**config.mk**
```make
export PLATFORM = sky130hd
export DESIGN_NAME = regfile_wr_arbiter_flat
export DESIGN_NICKNAME = d
export VERILOG_FILES = /design/src/rtl/regfile_wr_arbiter_if.sv /design/src/rtl/regfile_wr_arbiter.sv /design/src/flat_wrapper.sv
export SDC_FILE = /design/constraint.sdc
export NUM_CORES = 1
export LEC_CHECK = 0
export CAP_MARGIN = 0
export CORE_MARGIN = 2
export CORE_UTILIZATION = 49
export DETAILED_ROUTE_END_ITERATION = 12
export PLACE_DENSITY = 0.77
export RECOVER_POWER = 25
export SLEW_MARGIN = 20
export SYNTH_ARGS = -nofsm -noshare
export SYNTH_HDL_FRONTEND = slang
export SYNTH_SLANG_ARGS = --single-unit
export TNS_END_PERCENT = 10
```
**constraint.sdc**
```tcl
create_clock -name clk -period 2.6 [get_ports clk]
set_input_delay 0.78 -clock clk [delete_from_list [all_inputs] [get_ports clk]]
set_output_delay 0.78 -clock clk [all_outputs]
set_load 0.05 [all_outputs]
```
**src/rtl/regfile_wr_arbiter_if.sv**
```systemverilog
// Register-file write-port arbiter bus: core writeback, accelerator FIFO input,
// hazard lookup and the registered register-file write port.
interface regfile_wr_arbiter_if #(
  parameter int DEPTH  = 4,
  parameter int DATA_W = 32
) ();
  logic                   core_we;
  logic [4:0]             core_rd;
  logic [DATA_W-1:0]      core_wdata;
  logic                   core_stall;

  logic                   acc_valid;
  logic                   acc_ready;
  logic [4:0]             acc_rd;
  logic [DATA_W-1:0]      acc_wdata;

  logic [4:0]             rs1;
  logic [4:0]             rs2;
  logic                   busy1;
  logic                   busy2;

  logic                   rf_we;
  logic [4:0]             rf_rd;
  logic [DATA_W-1:0]      rf_wdata;
  logic [$clog2(DEPTH):0] fifo_count;

  modport slave (
    input  core_we, core_rd, core_wdata,
    input  acc_valid, acc_rd, acc_wdata,
    input  rs1, rs2,
    output core_stall, acc_ready, busy1, busy2,
    output rf_we, rf_rd, rf_wdata, fifo_count
  );

  modport master (
    output core_we, core_rd, core_wdata,
    output acc_valid, acc_rd, acc_wdata,
    output rs1, rs2,
    input  core_stall, acc_ready, busy1, busy2,
    input  rf_we, rf_rd, rf_wdata, fifo_count
  );
endinterface

```
**src/rtl/regfile_wr_arbiter.sv**
```systemverilog
// Shares the register-file write port between core writeback (priority) and a
// buffered accelerator result path, with a starvation guarantee and RAW busy flags.
module regfile_wr_arbiter #(
  parameter int DEPTH        = 4,
  parameter int STARVE_LIMIT = 8,
  parameter int DATA_W       = 32
) (
  input  logic                 clk,
  input  logic                 reset_n,
  regfile_wr_arbiter_if.slave  bus
);
  localparam int AW = $clog2(DEPTH);
  localparam int CW = AW + 1;
  localparam int SW = $clog2(STARVE_LIMIT + 1);
  localparam logic [CW-1:0] FULL_CNT = CW'(DEPTH);
  localparam logic [SW-1:0] LIMIT    = SW'(STARVE_LIMIT);

  function automatic logic [SW-1:0] sat_inc(input logic [SW-1:0] v);
    return (v >= LIMIT) ? LIMIT : v + SW'(1);
  endfunction

  // Slot idx holds a buffered write when its distance from the head is below the count.
  function automatic logic entry_live(input logic [AW-1:0] idx,
                                      input logic [AW-1:0] head,
                                      input logic [CW-1:0] cnt);
    logic [AW-1:0] off;
    off = idx - head;
    return {1'b0, off} < cnt;
  endfunction

  logic [4:0]        q_rd   [DEPTH];
  logic [DATA_W-1:0] q_data [DEPTH];
  logic [AW-1:0]     wr_ptr;
  logic [AW-1:0]     rd_ptr;
  logic [CW-1:0]     count;
  logic [SW-1:0]     starve_cnt;
  logic [SW-1:0]     starve_nxt;
  logic              ready_en;

  logic              core_req_p0;
  logic              fifo_ne_p0;
  logic              full_p0;
  logic              force_acc_p0;
  logic              grant_core_p0;
  logic              grant_acc_p0;
  logic              acc_ready_p0;
  logic              push_p0;

  logic              vld_p1;
  logic [4:0]        rd_p1;
  logic [DATA_W-1:0] wdata_p1;

  logic              hit1;
  logic              hit2;

  // ---- stage p0: arbitration on the current FIFO head ----
  always_comb begin
    core_req_p0   = bus.core_we && (bus.core_rd != 5'd0);
    fifo_ne_p0    = (count != '0);
    full_p0       = (count == FULL_CNT);
    force_acc_p0  = (starve_cnt == LIMIT) && fifo_ne_p0;
    grant_acc_p0  = force_acc_p0 || (!core_req_p0 && fifo_ne_p0);
    grant_core_p0 = core_req_p0 && !force_acc_p0;
    acc_ready_p0  = ready_en && !full_p0;
    push_p0       = bus.acc_valid && acc_ready_p0 && (bus.acc_rd != 5'd0);
  end

  // Any cycle that is not a core grant behind a non-empty FIFO clears the counter.
  always_comb begin
    starve_nxt = '0;
    if (grant_core_p0 && fifo_ne_p0)
      starve_nxt = sat_inc(starve_cnt);
  end

  always_ff @(posedge clk or negedge reset_n) begin
    if (!reset_n) begin
      wr_ptr     <= '0;
      rd_ptr     <= '0;
      count      <= '0;
      starve_cnt <= '0;
      ready_en   <= 1'b0;
    end else begin
      ready_en   <= 1'b1;
      starve_cnt <= starve_nxt;
      if (push_p0)
        wr_ptr <= wr_ptr + AW'(1);
      if (grant_acc_p0)
        rd_ptr <= rd_ptr + AW'(1);
      count <= count + CW'(push_p0) - CW'(grant_acc_p0);
    end
  end

  always_ff @(posedge clk) begin
    if (push_p0) begin
      q_rd[wr_ptr]   <= bus.acc_rd;
      q_data[wr_ptr] <= bus.acc_wdata;
    end
  end

  // ---- stage p1: registered register-file write port ----
  always_ff @(posedge clk or negedge reset_n) begin
    if (!reset_n) begin
      vld_p1   <= 1'b0;
      rd_p1    <= '0;
      wdata_p1 <= '0;
    end else begin
      vld_p1 <= grant_core_p0 || grant_acc_p0;
      if (grant_core_p0) begin
        rd_p1    <= bus.core_rd;
        wdata_p1 <= bus.core_wdata;
      end else if (grant_acc_p0) begin
        rd_p1    <= q_rd[rd_ptr];
        wdata_p1 <= q_data[rd_ptr];
      end
    end
  end

  // Pending writes are those still buffered plus the one on the write port.
  always_comb begin
    hit1 = 1'b0;
    hit2 = 1'b0;
    for (int i = 0; i < DEPTH; i++) begin
      if (entry_live(AW'(i), rd_ptr, count)) begin
        if (q_rd[i] == bus.rs1) hit1 = 1'b1;
        if (q_rd[i] == bus.rs2) hit2 = 1'b1;
      end
    end
    if (vld_p1 && (rd_p1 == bus.rs1)) hit1 = 1'b1;
    if (vld_p1 && (rd_p1 == bus.rs2)) hit2 = 1'b1;
  end

  assign bus.core_stall = core_req_p0 && force_acc_p0;
  assign bus.acc_ready  = acc_ready_p0;
  assign bus.busy1      = (bus.rs1 != 5'd0) && hit1;
  assign bus.busy2      = (bus.rs2 != 5'd0) && hit2;
  assign bus.rf_we      = vld_p1;
  assign bus.rf_rd      = rd_p1;
  assign bus.rf_wdata   = wdata_p1;
  assign bus.fifo_count = count;

endmodule

```
**src/flat_wrapper.sv**
```systemverilog
// flat-port wrapper written by rule: the top's interface ports become plain ports
module regfile_wr_arbiter_flat 
#(
  parameter int DEPTH        = 4,
  parameter int STARVE_LIMIT = 8,
  parameter int DATA_W       = 32
)
  (clk, reset_n, bus_core_we, bus_core_rd, bus_core_wdata, bus_acc_valid, bus_acc_rd, bus_acc_wdata, bus_rs1, bus_rs2, bus_core_stall, bus_acc_ready, bus_busy1, bus_busy2, bus_rf_we, bus_rf_rd, bus_rf_wdata, bus_fifo_count);
  regfile_wr_arbiter_if #(.DEPTH(DEPTH), .DATA_W(DATA_W)) bus_i ();
  input  logic clk;
  input  logic reset_n;
  input wire logic [$bits(bus_i.core_we)-1:0] bus_core_we;
  input wire logic [$bits(bus_i.core_rd)-1:0] bus_core_rd;
  input wire logic [$bits(bus_i.core_wdata)-1:0] bus_core_wdata;
  input wire logic [$bits(bus_i.acc_valid)-1:0] bus_acc_valid;
  input wire logic [$bits(bus_i.acc_rd)-1:0] bus_acc_rd;
  input wire logic [$bits(bus_i.acc_wdata)-1:0] bus_acc_wdata;
  input wire logic [$bits(bus_i.rs1)-1:0] bus_rs1;
  input wire logic [$bits(bus_i.rs2)-1:0] bus_rs2;
  output wire logic [$bits(bus_i.core_stall)-1:0] bus_core_stall;
  output wire logic [$bits(bus_i.acc_ready)-1:0] bus_acc_ready;
  output wire logic [$bits(bus_i.busy1)-1:0] bus_busy1;
  output wire logic [$bits(bus_i.busy2)-1:0] bus_busy2;
  output wire logic [$bits(bus_i.rf_we)-1:0] bus_rf_we;
  output wire logic [$bits(bus_i.rf_rd)-1:0] bus_rf_rd;
  output wire logic [$bits(bus_i.rf_wdata)-1:0] bus_rf_wdata;
  output wire logic [$bits(bus_i.fifo_count)-1:0] bus_fifo_count;
  assign bus_i.core_we = bus_core_we;
  assign bus_i.core_rd = bus_core_rd;
  assign bus_i.core_wdata = bus_core_wdata;
  assign bus_i.acc_valid = bus_acc_valid;
  assign bus_i.acc_rd = bus_acc_rd;
  assign bus_i.acc_wdata = bus_acc_wdata;
  assign bus_i.rs1 = bus_rs1;
  assign bus_i.rs2 = bus_rs2;
  assign bus_core_stall = bus_i.core_stall;
  assign bus_acc_ready = bus_i.acc_ready;
  assign bus_busy1 = bus_i.busy1;
  assign bus_busy2 = bus_i.busy2;
  assign bus_rf_we = bus_i.rf_we;
  assign bus_rf_rd = bus_i.rf_rd;
  assign bus_rf_wdata = bus_i.rf_wdata;
  assign bus_fifo_count = bus_i.fifo_count;
  regfile_wr_arbiter #(.DEPTH(DEPTH), .STARVE_LIMIT(STARVE_LIMIT), .DATA_W(DATA_W)) u_core (.clk(clk), .reset_n(reset_n), .bus(bus_i));
endmodule
```
==> impl_results.md <==
- Slew headroom: -12.0%
- Area grow syn2layout: 31.6%
- Initial Util: about half
- Final Total Pwr: 11700 µW
- DRC violation total after the first TritonRoute iteration: 221
- Final Hold Viols: 0
- Via count: approximately 5000
- HPWL after DPL: approximately 13000 µm
- Post-Syn Area: around 0.0085 mm²
- Initial antenna violation count: 2
- Worst-path clk slew: ~0.07 ns
- Crit path DAT: 2.22 ns
- Async SR Flop Fraction: between 20% and 30%
- Worst ir drop on vdd: approximately 0.8 mV
- Synth Register Bits: 198
- Post-Route Setup TNS: -0.786 ns
- Syn Nets: 625
- Post-cts hold buffer count: 0
- Post-layout util: between 60% and 70%
- Avg Inst Size Synth: 16.3 µm²
- Largest cells by area after synthesis: edfxtp_1 (52%), dfrtp_1 (15%), mux4_2 (9.8%), mux2i_1 (4.3%), xor2_1 (4.2%)
- Post-Layout Inst Area: around 0.011 mm²
- F_max: 0.333 GHz
- Overall routing resource usage: roughly a fifth
- First-pass GRT wire length: 29000 µm
- Vias in the first global route: 5381
- I/O pins: roughly 130
- Max cap viols: 1
- Vias/cell: 5.36
- Pwr dens: between 1000 and 1500 mW/mm²
- Die Ht: about 140 µm
- Status: complete, but fails checks
- Setup Viol. Count Final: 3
- Root Buffer: clkbuf_16
- Wirelength per Cell: between 20 and 25 µm
- Synth top area share: 52.2%
- Worst slew pin tran: approximately 1.7 ns
- Post-DP Area: 0.0105 mm²
- Core Footprint: between 0.015 and 0.02 mm²
- Die width: around 140 µm
- Final setup margin: -0.402 ns
- Cell variety after synth: between 40 and 50
- Cell taking the most area after synthesis: edfxtp_1
- 1st-pass router iterations: 6
- Post-Synthesis Cells: roughly 520
- I/O Buffers: ~130
- Clock sinks: around 200
- EDFF count, synth: between 100 and 150
- Worst setup SP type: flop
- Largest net degree at the start of global routing: 49
- Layout cell share with drive strength beyond 1: between 20 and 25%
- DR DRC count: 0
- Crit share post-route: 115%
- Critical path class: flop to output port
- Worst hold margin: roughly 0.52 ns
- RSZ-0062 raised after global routing: true
- Violated checks: capacitance limit, slew limit, setup timing
- Worst-skew pair later-pin latency: 0.43 ns
- Cts bufs inserted: 17
- Std cell rows: 48
- Clock tree buffer depth: 2
- CTS tree: done
- Antenna-violating nets left: 0
- H-tree Lvls: 4
- Slew Viols, Final: 26
- Hold Crit Class: flop to flop
- Clock skew: 0.00886 ns
- Leakage: approximately 0.0042 µW
- Global route overflow: 0
- Register area share after synthesis: approximately two thirds
- Crit end category: output port
- Yosys warns: 0
- Routed WL: ~19000 µm
- CP required: approximately 1.8 ns
- Synth Flop Type: edfxtp_1
- Crit Path Max Fanout: 2
- Min Tclk post-route: ~3.0 ns
- Die ar.: ~0.018 mm²
- GP Congestion: around 0.88
- Nets: roughly 800
==> final cells by class <==
class                   instances  area [µm²]
fillers                      1225        5970
flip-flops and latches        198        5700
multi-input cells             281        2720
repair buffers                187        1880
clock buffers                  17         425
well taps                     225         282
clock inverters                15         156
inverters                      12        45.0
diodes                          1        2.50
==> repair_timing <==
item | 4_1_cts | 5_1_grt
setup endpoints to repair | 29 | 30
pin swaps | 6 | 3
setup buffers | 5 | 1
gates resized for setup | 30 | 22
==> cells in the mapped netlist, types with 4 or more instances <==
cell	count
nand3_1	6
ha_1	12
and2_1	4
clkbuf_1	21
buf_2	5
edfxtp_1	148
nor4_1	4
mux4_2	37
a21oi_1	42
dfrtp_1	50
xnor2_1	16
mux2i_1	37
nor3_1	6
inv_1	12
o211ai_1	4
xor2_1	41
nor2_1	44
==> path summary, 6_finish.rpt <==
| path | cells after the start | startpoint | endpoint | slack, ns |
|---|---|---|---|---|
| worst min-delay path | 1 | u_core.starve_cnt[3] | u_core.starve_cnt[1] | 0.52 |
| worst max register to register | 10 | u_core.bus.fifo_count[1] | u_core.bus.fifo_count[2] | 0.33 |
| worst min register to register | 1 | u_core.starve_cnt[3] | u_core.starve_cnt[1] | 0.52 |
| max in group asynchronous | 2 | reset_n | u_core.rd_ptr[1] | 0.26 |
| min in group asynchronous | 1 | reset_n | u_core.bus.rf_wdata[3] | 0.77 |
| worst max-delay path | 8 | u_core.rd_ptr[0] | bus_busy2 | -0.40 |
==> where the power goes <==
part | leakage, µW | total, µW | internal (µW) | switching [µW]
Combinational | 0.00199 | 4800 | 2010 | 2790
Sequential | 0.00192 | 4380 | 4030 | 355
Clock | 0.000283 | 2550 | 1420 | 1130
==> critical path: stages (launching register included) <==
cell      delay [ns]
dfrtp_2         0.43
xor2_2          0.19
ha_1            0.30
a21oi_2         0.06
o211a_1         0.20
a211oi_1        0.24
buf_4           0.17
a21oi_4         0.06
buf_12          0.15
==> through the flow <==
stage	setup slack [ns]	cells
after floorplan	-0.267	524
after global placement	-0.690	897
after detailed placement	-0.708	897
after CTS	-0.408	934
after global routing	-0.484	936
final	-0.402	936
==> cells by family after synthesis <==
kind of cell / Yosys count / synth area share, %
muxes: 75 / 14.3
xor gates and xnor gates: 57 / 5.86
DFF: 198 / 66.8
other: 1 / 0.0440
adders and majority gates: 13 / 2.00
AOI/OAI and AO/OA: 56 / 3.91
and+or+nand+nor: 79 / 4.57
buffers and inverters: 45 / 2.54
==> cell usage in the layout, fill, tap and decap left out, types with 5 or more instances in the layout <==
cell type,netlist,layout
ha_1,12,11
xnor2_1,16,16
mux2i_1,37,37
nand3_1,6,6
inv_1,12,11
clkdlybuf4s50_1,0,90
nor2_1,44,42
xor2_1,41,39
buf_4,3,43
dfrtp_1,50,47
clkbuf_16,0,17
edfxtp_1,148,148
dlygate4sd3_1,0,21
dlygate4sd2_1,0,5
mux4_2,37,37
a21oi_1,42,39
buf_12,0,13
==> state kept, by name (all words and copies together), names as in the netlist <==
signal and count:
u_core.bus.fifo_count 3, u_core.bus.rf_rd 5, u_core.bus.rf_wdata 32, u_core.bus.rf_we 1, u_core.q_data 128, u_core.q_rd 20
u_core.rd_ptr 2, u_core.ready_en 1, u_core.starve_cnt 4, u_core.wr_ptr 2
==> per-layer routing <==
layer	track usage (%)	part of all wire (%)	vias up	routed length [µm]
met4	7.58	2.1	2	401
met2	37.9	53	129	10000
li1	-	-	2307	-
met3	4.14	4.4	29	827
met5	0	0.037	-	7
met1	26.0	40	2546	7620
(Power assumes the default switching activity.)
